`src/rtl/alimentador_bandeja_pkg.sv`:
```
// Shared definitions for the tray feed controller.
// Holds the FSM state encoding (also the value shown on the estado port), the
// width of that encoding and the BCD digit width of the tray counter read-back.
package alimentador_bandeja_pkg;

  localparam int unsigned EstadoWidth = 3;
  localparam int unsigned BcdWidth    = 4;

  typedef enum logic [EstadoWidth-1:0] {
    StIdle    = 3'd0,
    StRun     = 3'd1,
    StConfirm = 3'd2,
    StRelease = 3'd3,
    StEmpty   = 3'd4,
    StFault   = 3'd5
  } estado_e;

endpackage

```
`src/rtl/alimentador_bandeja_sync_2ff.sv`:
```
// Two-flop synchroniser for a single asynchronous level.
// Ports:
//   clk  system clock
//   rst  synchronous active-high reset, clears both flops
//   d    asynchronous input
//   q    synchronised output, two clock cycles behind d
module alimentador_bandeja_sync_2ff (
  input  logic clk,
  input  logic rst,
  input  logic d,
  output logic q
);

  logic meta;

  always_ff @(posedge clk) begin
    if (rst) begin
      meta <= 1'b0;
      q    <= 1'b0;
    end else begin
      meta <= d;
      q    <= meta;
    end
  end

endmodule

```
`src/rtl/alimentador_bandeja.sv`:
```
// Feed controller in front of the BCD tray counter.
// Runs the feed motor, synchronises and debounces the item sensor, issues one
// single-cycle decrement strobe per item, stops when the tray reads 00 and
// latches a jam fault when no progress is made for TIMEOUT_CYCLES.
// Ports:
//   clk, rst             clock, synchronous active-high reset
//   iniciar, parar       start / stop request levels (parar wins)
//   sensor               raw asynchronous item sensor, 1 = item present
//   unidades_bandeja     tray counter units digit (BCD)
//   dezenas_bandeja      tray counter tens digit (BCD)
//   motor                feed motor enable
//   dec                  1-cycle decrement strobe to the tray counter
//   vazia                tray empty
//   falha                jam fault, sticky until reset
//   estado               current state encoding
// DEBOUNCE_CYCLES is expected to be at least 2.
module alimentador_bandeja
  import alimentador_bandeja_pkg::*;
#(
  parameter int unsigned DEBOUNCE_CYCLES = 50_000,
  parameter int unsigned TIMEOUT_CYCLES  = 100_000_000
) (
  input  logic                   clk,
  input  logic                   rst,
  input  logic                   iniciar,
  input  logic                   parar,
  input  logic                   sensor,
  input  logic [BcdWidth-1:0]    unidades_bandeja,
  input  logic [BcdWidth-1:0]    dezenas_bandeja,
  output logic                   motor,
  output logic                   dec,
  output logic                   vazia,
  output logic                   falha,
  output logic [EstadoWidth-1:0] estado
);

  localparam int unsigned DebW = $clog2(DEBOUNCE_CYCLES + 1);
  localparam int unsigned TmoW = $clog2(TIMEOUT_CYCLES + 1);
  // Comparing against N-1 before the increment means the Nth sample decides.
  localparam logic [DebW-1:0] DebLast = DebW'(DEBOUNCE_CYCLES - 1);
  localparam logic [TmoW-1:0] TmoLast = TmoW'(TIMEOUT_CYCLES - 1);

  estado_e         state_q;
  logic [DebW-1:0] deb_q;
  logic [TmoW-1:0] tmo_q;
  logic            s_sync;
  logic            cnt_zero;

  alimentador_bandeja_sync_2ff u_sync_2ff (
    .clk (clk),
    .rst (rst),
    .d   (sensor),
    .q   (s_sync)
  );

  assign cnt_zero = (unidades_bandeja == '0) && (dezenas_bandeja == '0);
  assign estado   = state_q;

  always_ff @(posedge clk) begin
    if (rst) begin
      state_q <= StIdle;
      deb_q   <= '0;
      tmo_q   <= '0;
      motor   <= 1'b0;
      dec     <= 1'b0;
      vazia   <= 1'b0;
      falha   <= 1'b0;
    end else begin
      dec <= 1'b0;
      case (state_q)
        StIdle: begin
          if (iniciar && !parar) begin
            if (cnt_zero) begin
              state_q <= StEmpty;
              vazia   <= 1'b1;
            end else begin
              state_q <= StRun;
              tmo_q   <= '0;
              motor   <= 1'b1;
            end
          end
        end

        StRun: begin
          tmo_q <= tmo_q + 1'b1;
          if (parar) begin
            state_q <= StIdle;
            motor   <= 1'b0;
          end else if (tmo_q == TmoLast) begin
            state_q <= StFault;
            motor   <= 1'b0;
            falha   <= 1'b1;
          end else if (s_sync) begin
            // This sample already counts as the first stable one.
            state_q <= StConfirm;
            deb_q   <= DebW'(1);
          end
        end

        StConfirm: begin
          if (parar) begin
            state_q <= StIdle;
            motor   <= 1'b0;
          end else if (!s_sync) begin
            // Glitch: back to RUN without forgiving the elapsed timeout.
            state_q <= StRun;
          end else if (deb_q == DebLast) begin
            state_q <= StRelease;
            dec     <= 1'b1;
            deb_q   <= '0;
            tmo_q   <= '0;
          end else begin
            deb_q <= deb_q + 1'b1;
          end
        end

        StRelease: begin
          tmo_q <= tmo_q + 1'b1;
          if (parar) begin
            state_q <= StIdle;
            motor   <= 1'b0;
          end else if (tmo_q == TmoLast) begin
            // Sensor stuck high.
            state_q <= StFault;
            motor   <= 1'b0;
            falha   <= 1'b1;
          end else if (s_sync) begin
            deb_q <= '0;
          end else if (deb_q == DebLast) begin
            // Counter has long settled after dec, so cnt_zero is trustworthy here.
            deb_q <= '0;
            if (cnt_zero) begin
              state_q <= StEmpty;
              motor   <= 1'b0;
              vazia   <= 1'b1;
            end else begin
              state_q <= StRun;
              tmo_q   <= '0;
            end
          end else begin
            deb_q <= deb_q + 1'b1;
          end
        end

        StEmpty: begin
          if (!cnt_zero) begin
            state_q <= StIdle;
            vazia   <= 1'b0;
          end
        end

        StFault: begin
          // Sticky until reset.
        end

        default: begin
          state_q <= StIdle;
          deb_q   <= '0;
          tmo_q   <= '0;
          motor   <= 1'b0;
          vazia   <= 1'b0;
          falha   <= 1'b0;
        end
      endcase
    end
  end

endmodule

```
`config.mk`:
```
export PLATFORM = sky130hd
export DESIGN_NAME = alimentador_bandeja
export DESIGN_NICKNAME = d
export VERILOG_FILES = /design/src/rtl/alimentador_bandeja_pkg.sv /design/src/rtl/alimentador_bandeja_sync_2ff.sv /design/src/rtl/alimentador_bandeja.sv
export SDC_FILE = /design/constraint.sdc
export NUM_CORES = 1
export LEC_CHECK = 0
export ABC_AREA = 1
export CAP_MARGIN = 40
export CORE_ASPECT_RATIO = 2
export CORE_MARGIN = 1.5
export CORE_UTILIZATION = 60
export CTS_CLUSTER_SIZE = 14
export DETAILED_ROUTE_END_ITERATION = 7
export MAX_ROUTING_LAYER = met4
export PLACE_DENSITY = 0.81
export SLEW_MARGIN = 20
export SYNTH_ARGS = -nofsm -noshare
export SYNTH_HDL_FRONTEND = slang
export SYNTH_SLANG_ARGS = --single-unit
```
`constraint.sdc`:
```
create_clock -name clk -period 3.4 [get_ports clk]
set_input_delay 0.51 -clock clk [delete_from_list [all_inputs] [get_ports clk]]
set_output_delay 0.51 -clock clk [all_outputs]
set_load 0.01 [all_outputs]
```
**After elaboration in Yosys (flattened, before gate mapping)**

Index checks and enable logic that the tools add are counted.

- Add/sub/neg operators: 2
- Equality and inequality tests: 29
- Multiplexer cells: 58
- Bitwise gates (word level): 7
- Reduce and logical (&&, ||, !) cells: 18

Operator list:

| kind | count |
|---|---|
| 2-to-1 mux 27 bit | 10 |
| 2-to-1 mux 16 bit | 9 |
| one-hot mux 27 bit (5 select lines) | 1 |
| one-hot mux 16 bit (4 select lines) | 1 |
| 2-to-1 mux 3 bit | 13 |
| adder 27 x 1 -> 27 bit, second input constant | 1 |
| equality test 27 bit, second input constant | 1 |
| != test 2 bit, second input constant | 13 |
| 2-to-1 mux 1 bit | 20 |
| one-hot mux 3 bit (6 select lines) | 1 |
| adder 16 x 1 -> 16 bit, second input constant | 1 |
| equality test 16 bit, second input constant | 1 |
| != test 4 bit, second input constant | 4 |
| AND reduction 8 bit | 2 |
| AND reduction 7 bit | 2 |
| logical NOT 4 bit | 2 |
| OR reduction 4 bit | 2 |
| NOT 1 bit | 7 |
| equality test 3 x 2 -> 1 bit, second input constant | 2 |
| equality test 3 bit, second input constant | 2 |
| != test 2 x 1 -> 1 bit, second input constant | 3 |
| AND reduction 6 bit | 1 |
| OR reduction 3 bit | 2 |
| one-hot mux 1 bit (5 select lines) | 1 |
| 10 further kinds | 12 |

- Bits in registers: 52
- Input port bits: 13

**Logic depth before layout (Yosys ltp)**

- Word-level depth: 8
- Gate-level depth with buffers: 14
- Gate-level depth less buffers: 13

**By module**

Synthesis repeated with hierarchy kept, for this count alone.

- Cells, all modules: 627
- Area total of the unflattened synthesis: 3,677.3 um^2

Modules (own cells, without submodules):

| module | times used | cells each | area each (um^2) | sequential area each (um^2) |
|---|---|---|---|---|
| alimentador_bandeja | 1 | 621 | 3,622.2 | 1,001.0 |
| alimentador_bandeja_sync_2ff | 1 | 6 | 55.1 | 40.0 |

**Least setup slack after synthesis**

OpenSTA, ideal clock, no wires.

- Path type: register to register
- Start: register deb_q[0]
- End: register tmo_q[10]
- Arrival time: 1,552 ps
- Required time: 3,284 ps
- Setup slack: 1,733 ps
- Cell stages (with the launch flop): 11
- Path buffers: 0
- Period minus slack after synthesis: 1,667 ps
- Cells stage by stage: dfxtp_1 > ha_1 > nand3_1 > nor2_1 > nand3_1 > nor2_1 > nand2_4 > nand2_1 > nand2_1 > inv_2 > nor2_1

- Longest elaborated chain between the ends: 6

RTL lines:

| item | line | text |
|---|---|---|
| start, declared | alimentador_bandeja.sv:44 | `logic [DebW-1:0] deb_q;` |
| start signal, assigned | alimentador_bandeja.sv:96 | `deb_q <= DebW'(1);` |
| start signal, assigned | alimentador_bandeja.sv:113 | `deb_q <= deb_q + 1'b1;` |
| start signal, assigned | alimentador_bandeja.sv:141 | `deb_q <= deb_q + 1'b1;` |
| equality test 16 bit (*) | alimentador_bandeja.sv:107, alimentador_bandeja.sv:129 |  |
| 2-to-1 mux 27 bit | alimentador_bandeja.sv:129 | `end else if (deb_q == DebLast) begin` |
| 2-to-1 mux 27 bit | alimentador_bandeja.sv:127 | `end else if (s_sync) begin` |
| 2-to-1 mux 27 bit | alimentador_bandeja.sv:122 | `end else if (tmo_q == TmoLast) begin` |
| 2-to-1 mux 27 bit | alimentador_bandeja.sv:119 | `if (parar) begin` |
| one-hot mux 27 bit (5 select lines) | alimentador_bandeja.sv:70 | `case (state_q)` |
| end signal, assigned | alimentador_bandeja.sv:85 | `tmo_q <= tmo_q + 1'b1;` |
| end signal, assigned | alimentador_bandeja.sv:118 | `tmo_q <= tmo_q + 1'b1;` |
| end, declared | alimentador_bandeja.sv:45 | `logic [TmoW-1:0] tmo_q;` |

Every way passes the cells marked *; elsewhere a longest branch is shown, timed or not.
A chain may end at the register's enable or synchronous reset.

**Worst setup path in the final report**

- Start: input port dezenas_bandeja[3]
- End: register tmo_q[15]

- Longest elaborated chain between the ends: 8

RTL lines:

| item | line | text |
|---|---|---|
| start, declared | alimentador_bandeja.sv:29 | `input logic [BcdWidth-1:0] dezenas_bandeja,` |
| logical NOT 4 bit (*) | alimentador_bandeja.sv:56 | `assign cnt_zero = (unidades_bandeja == '0) && (dezenas_bandeja == '0);` |
| logical AND 1 bit (*) | alimentador_bandeja.sv:56 |  |
| 2-to-1 mux 27 bit | alimentador_bandeja.sv:132 | `if (cnt_zero) begin` |
| 2-to-1 mux 27 bit | alimentador_bandeja.sv:129 |  |
| 2-to-1 mux 27 bit | alimentador_bandeja.sv:127 |  |
| 2-to-1 mux 27 bit | alimentador_bandeja.sv:122 |  |
| 2-to-1 mux 27 bit | alimentador_bandeja.sv:119 |  |
| one-hot mux 27 bit (5 select lines) | alimentador_bandeja.sv:70 |  |

Marks and branches as above.

==> impl_metrics.csv <==
group,metric,value,unit
status,outcome,"finished, final reports clean",
layout,seq_area,1040,um^2
detailed_routing,detail-route-antenna-nets,0,
timing,rsz0062_at_grt,"false",
critical_path,cp.required,3.64,ns
clock_network,cts.path.max_buffers,2,
clock_network,clock-root-buffer,"clkbuf_8",
critical_path,worstSetupStartpointType,"input pin",
timing,slew_viol_final,0,
critical_path,crit_end_element,"flop",
logic_synthesis,netlist_instances,596,
timing,totalNegativeSetupSlack,0,ns
logic_synthesis,synth-seq-cells,52,
global_routing,globalRouteOverflowTotal,0,
detailed_routing,drt-initial-drc-count,243,
global_routing,gr-usage-all-layers,32.2,%
power_and_ir_drop,worst_ir_drop_vdd,325,uV
logic_synthesis,post_synth_design_cell_area,3440,um^2
placement,finalWeightedCongestion,0.947,
floorplan,top_level_ports,20,
timing,final_min_period_over_clock_period,71.9,%
global_routing,grt_pass1_wl,15.3,mm
detailed_routing,dr_wl_met3,288,um
power_and_ir_drop,power.static_leakage,0.00148,uW
detailed_routing,finalWirelength,9.22,mm
layout,drive_gt1_share,5.52,%
detailed_routing,wl_per_cell,13.6,um
detailed_routing,dr.pass1.iters,5,
timing,max-slew-margin-rel,61.5,%
timing,layout_min_cycle_time,2.44,ns
detailed_routing,drt-vias-per-instance,5.50,
global_routing,largest_net_degree_at_the_start_of_global_routing,33,
critical_path,worst-path-max-fanout,32,
timing,hold_ws,0.421,ns
min_path,min-delay-path-class,"flop to flop",
critical_path,rr_startpoint,"deb_q[0]",
critical_path,worst_ep_arrival_time,2.69,ns
logic_synthesis,yosys_warnings,0,
detailed_routing,detailed_route_wirelength_on_metal2,5.06,mm
global_routing,grt_antenna_before_repair,0,
global_routing,grt_pass1_vias,3580,
clock_network,total_setup_buffers_inserted_after_cts,0,
floorplan,die_outline_height,110,um
placement,hpwl,7.30,mm
layout,final_stage_net_count,630,
timing,finalHoldViolCount,0,
placement,io_buffers,19,
layout,antenna_cells_inserted,0,
timing,worstMarginPinSlew,0.575,ns
critical_path,worstSetupStartpoint,"dezenas_bandeja[3]",
logic_synthesis,postSynthNetCount,611,
detailed_routing,vias,3719,
layout,fill_cells,515,
detailed_routing,wl_met1,3.30,mm
clock_network,post_cts_hold_buffer_count,0,
logic_synthesis,synth_sequential_area_ratio,30.3,%
clock_network,clock-sinks,52,
job,maxCapViolations,0,
layout,layout.cells.most_common,"nand2_1",
floorplan,die-area,6220,um^2
layout,multi_input_area,2050,um^2
clock_network,numCtsBuffers,5,
timing,timing.final.setup_violations,0,
detailed_routing,maxUsedRoutingLayer,"met4",
power_and_ir_drop,powerDensity,354,nW/um^2
clock_network,cts.reportedPaths.clkPinSlew,0.10,ns
clock_network,cts-htree-levels,2,
critical_path,worst-r2r-cell-count,10,
clock_network,tritoncts,"done",
floorplan,die_w,56.5,um
timing,finClkSkew,0.0180,ns
clock_network,worst_skew_pair.late_latency,0.32,ns
floorplan,fp-row-count,38,
min_path,hold_path.startpoint,"u_sync_2ff.meta",
floorplan,floorplan.initialDensity,62.8,%
layout,area_growth_syn_to_layout,10.3,%
timing,max_frequency,409,MHz
floorplan,std_cell_core_area,5470,um^2
layout,final_cell_mix,"nand2_1 (170), nor2_1 (122), inv_1 (70), nand3_1 (63), dfxtp_1 (52)",
min_path,min_delay_path_depth,2,
logic_synthesis,ys_types,29,
detailed_routing,route.detailed.drc,0,
clock_network,cts_resized,0,
critical_path,worst_setup_path_class,"input pin to flop",
logic_synthesis,synthesis.area_per_instance,5.76,um^2
==> registers in the layout, indices dropped and copies added (netlist names) <==
register / flops
dec: 1
tmo_q: 27
estado: 3
u_sync_2ff.q: 1
falha: 1
deb_q: 16
motor: 1
u_sync_2ff.meta: 1
vazia: 1
==> cell usage after synthesis (all sizes together) <==
| cell | n | area, um^2 |
|---|---|---|
| o21ai | 20 | 104 |
| nor3 | 11 | 55.1 |
| a21o | 2 | 15.0 |
| a31o | 2 | 17.5 |
| xor2 | 4 | 35.0 |
| nand2 | 176 | 686 |
| nor4 | 2 | 12.5 |
| xnor2 | 3 | 26.3 |
| dfxtp | 52 | 1040 |
| ha | 2 | 25.0 |
| o211ai | 2 | 15.0 |
| nand3 | 65 | 335 |
| nand4 | 9 | 56.3 |
| inv | 77 | 292 |
| o21bai | 3 | 22.5 |
| clkbuf | 4 | 15.0 |
| buf | 5 | 37.5 |
| nand3b | 2 | 15.0 |
| nor2 | 128 | 495 |
| a21oi | 27 | 135 |
==> critical path: stages <==
cell and delay (ns):
clkdlybuf4s50_1 0.39, nor2_1 0.10, nand2_1 0.06, nor2_1 0.25
nand2_1 0.14, nand2_1 0.10, nor2_2 0.04, nand2_2 0.43
inv_1 0.25, nand2_1 0.17, nand2_2 0.10, nor2_1 0.13
==> through the flow <==
step	cells	total power [uW]	util [%]	worst slack (ns)	area (um^2)
floorplan	596	818	-	1.73	3440
global placement	668	886	67.0	0.730	3660
detailed placement	668	886	67.0	0.666	3660
CTS	676	1350	69.3	0.962	3790
global route	676	1400	69.3	0.727	3790
finish	676	1340	69.3	0.957	3790
==> area by class of cell <==
cell class,count,area share [%]
multi-input combinational,458,54.1
sequential,52,27.5
inverter,77,7.69
timing repair buffer,21,5.41
clock buffer,7,2.54
tap,60,1.98
clock inverter,1,0.792
==> layer usage <==
metal,global-route usage (%),up-vias
met1,28.9,1673
met4,21.6,0
li1,-,1920
met2,61.0,85
met5,-,-
met3,3.97,41
==> kinds of logic after synthesis <==
logic type / after synthesis / synth area share, %
and+or+nand+nor: 393 / 48.2
xor gates and xnor gates: 7 / 1.78
DFF: 52 / 30.3
buffers and inverters: 86 / 10.0
adders and majority gates: 2 / 0.728
AOI/OAI and AO/OA: 56 / 8.99
==> report_power, final <==
group	total, uW	internal [uW]	switching [uW]	leakage [uW]
clock network	471	260	210	0.0000645
registers	635	621	14.1	0.000420
logic	238	71.5	166	0.000999
==> worst paths after layout <==
kind	to	slack, ns
worst min-delay path	u_sync_2ff.q	0.42
worst min register to register	u_sync_2ff.q	0.42
worst max-delay path	tmo_q[15]	0.96
worst max register to register	tmo_q[6]	0.96
Power figures use the tool's default switching activity.
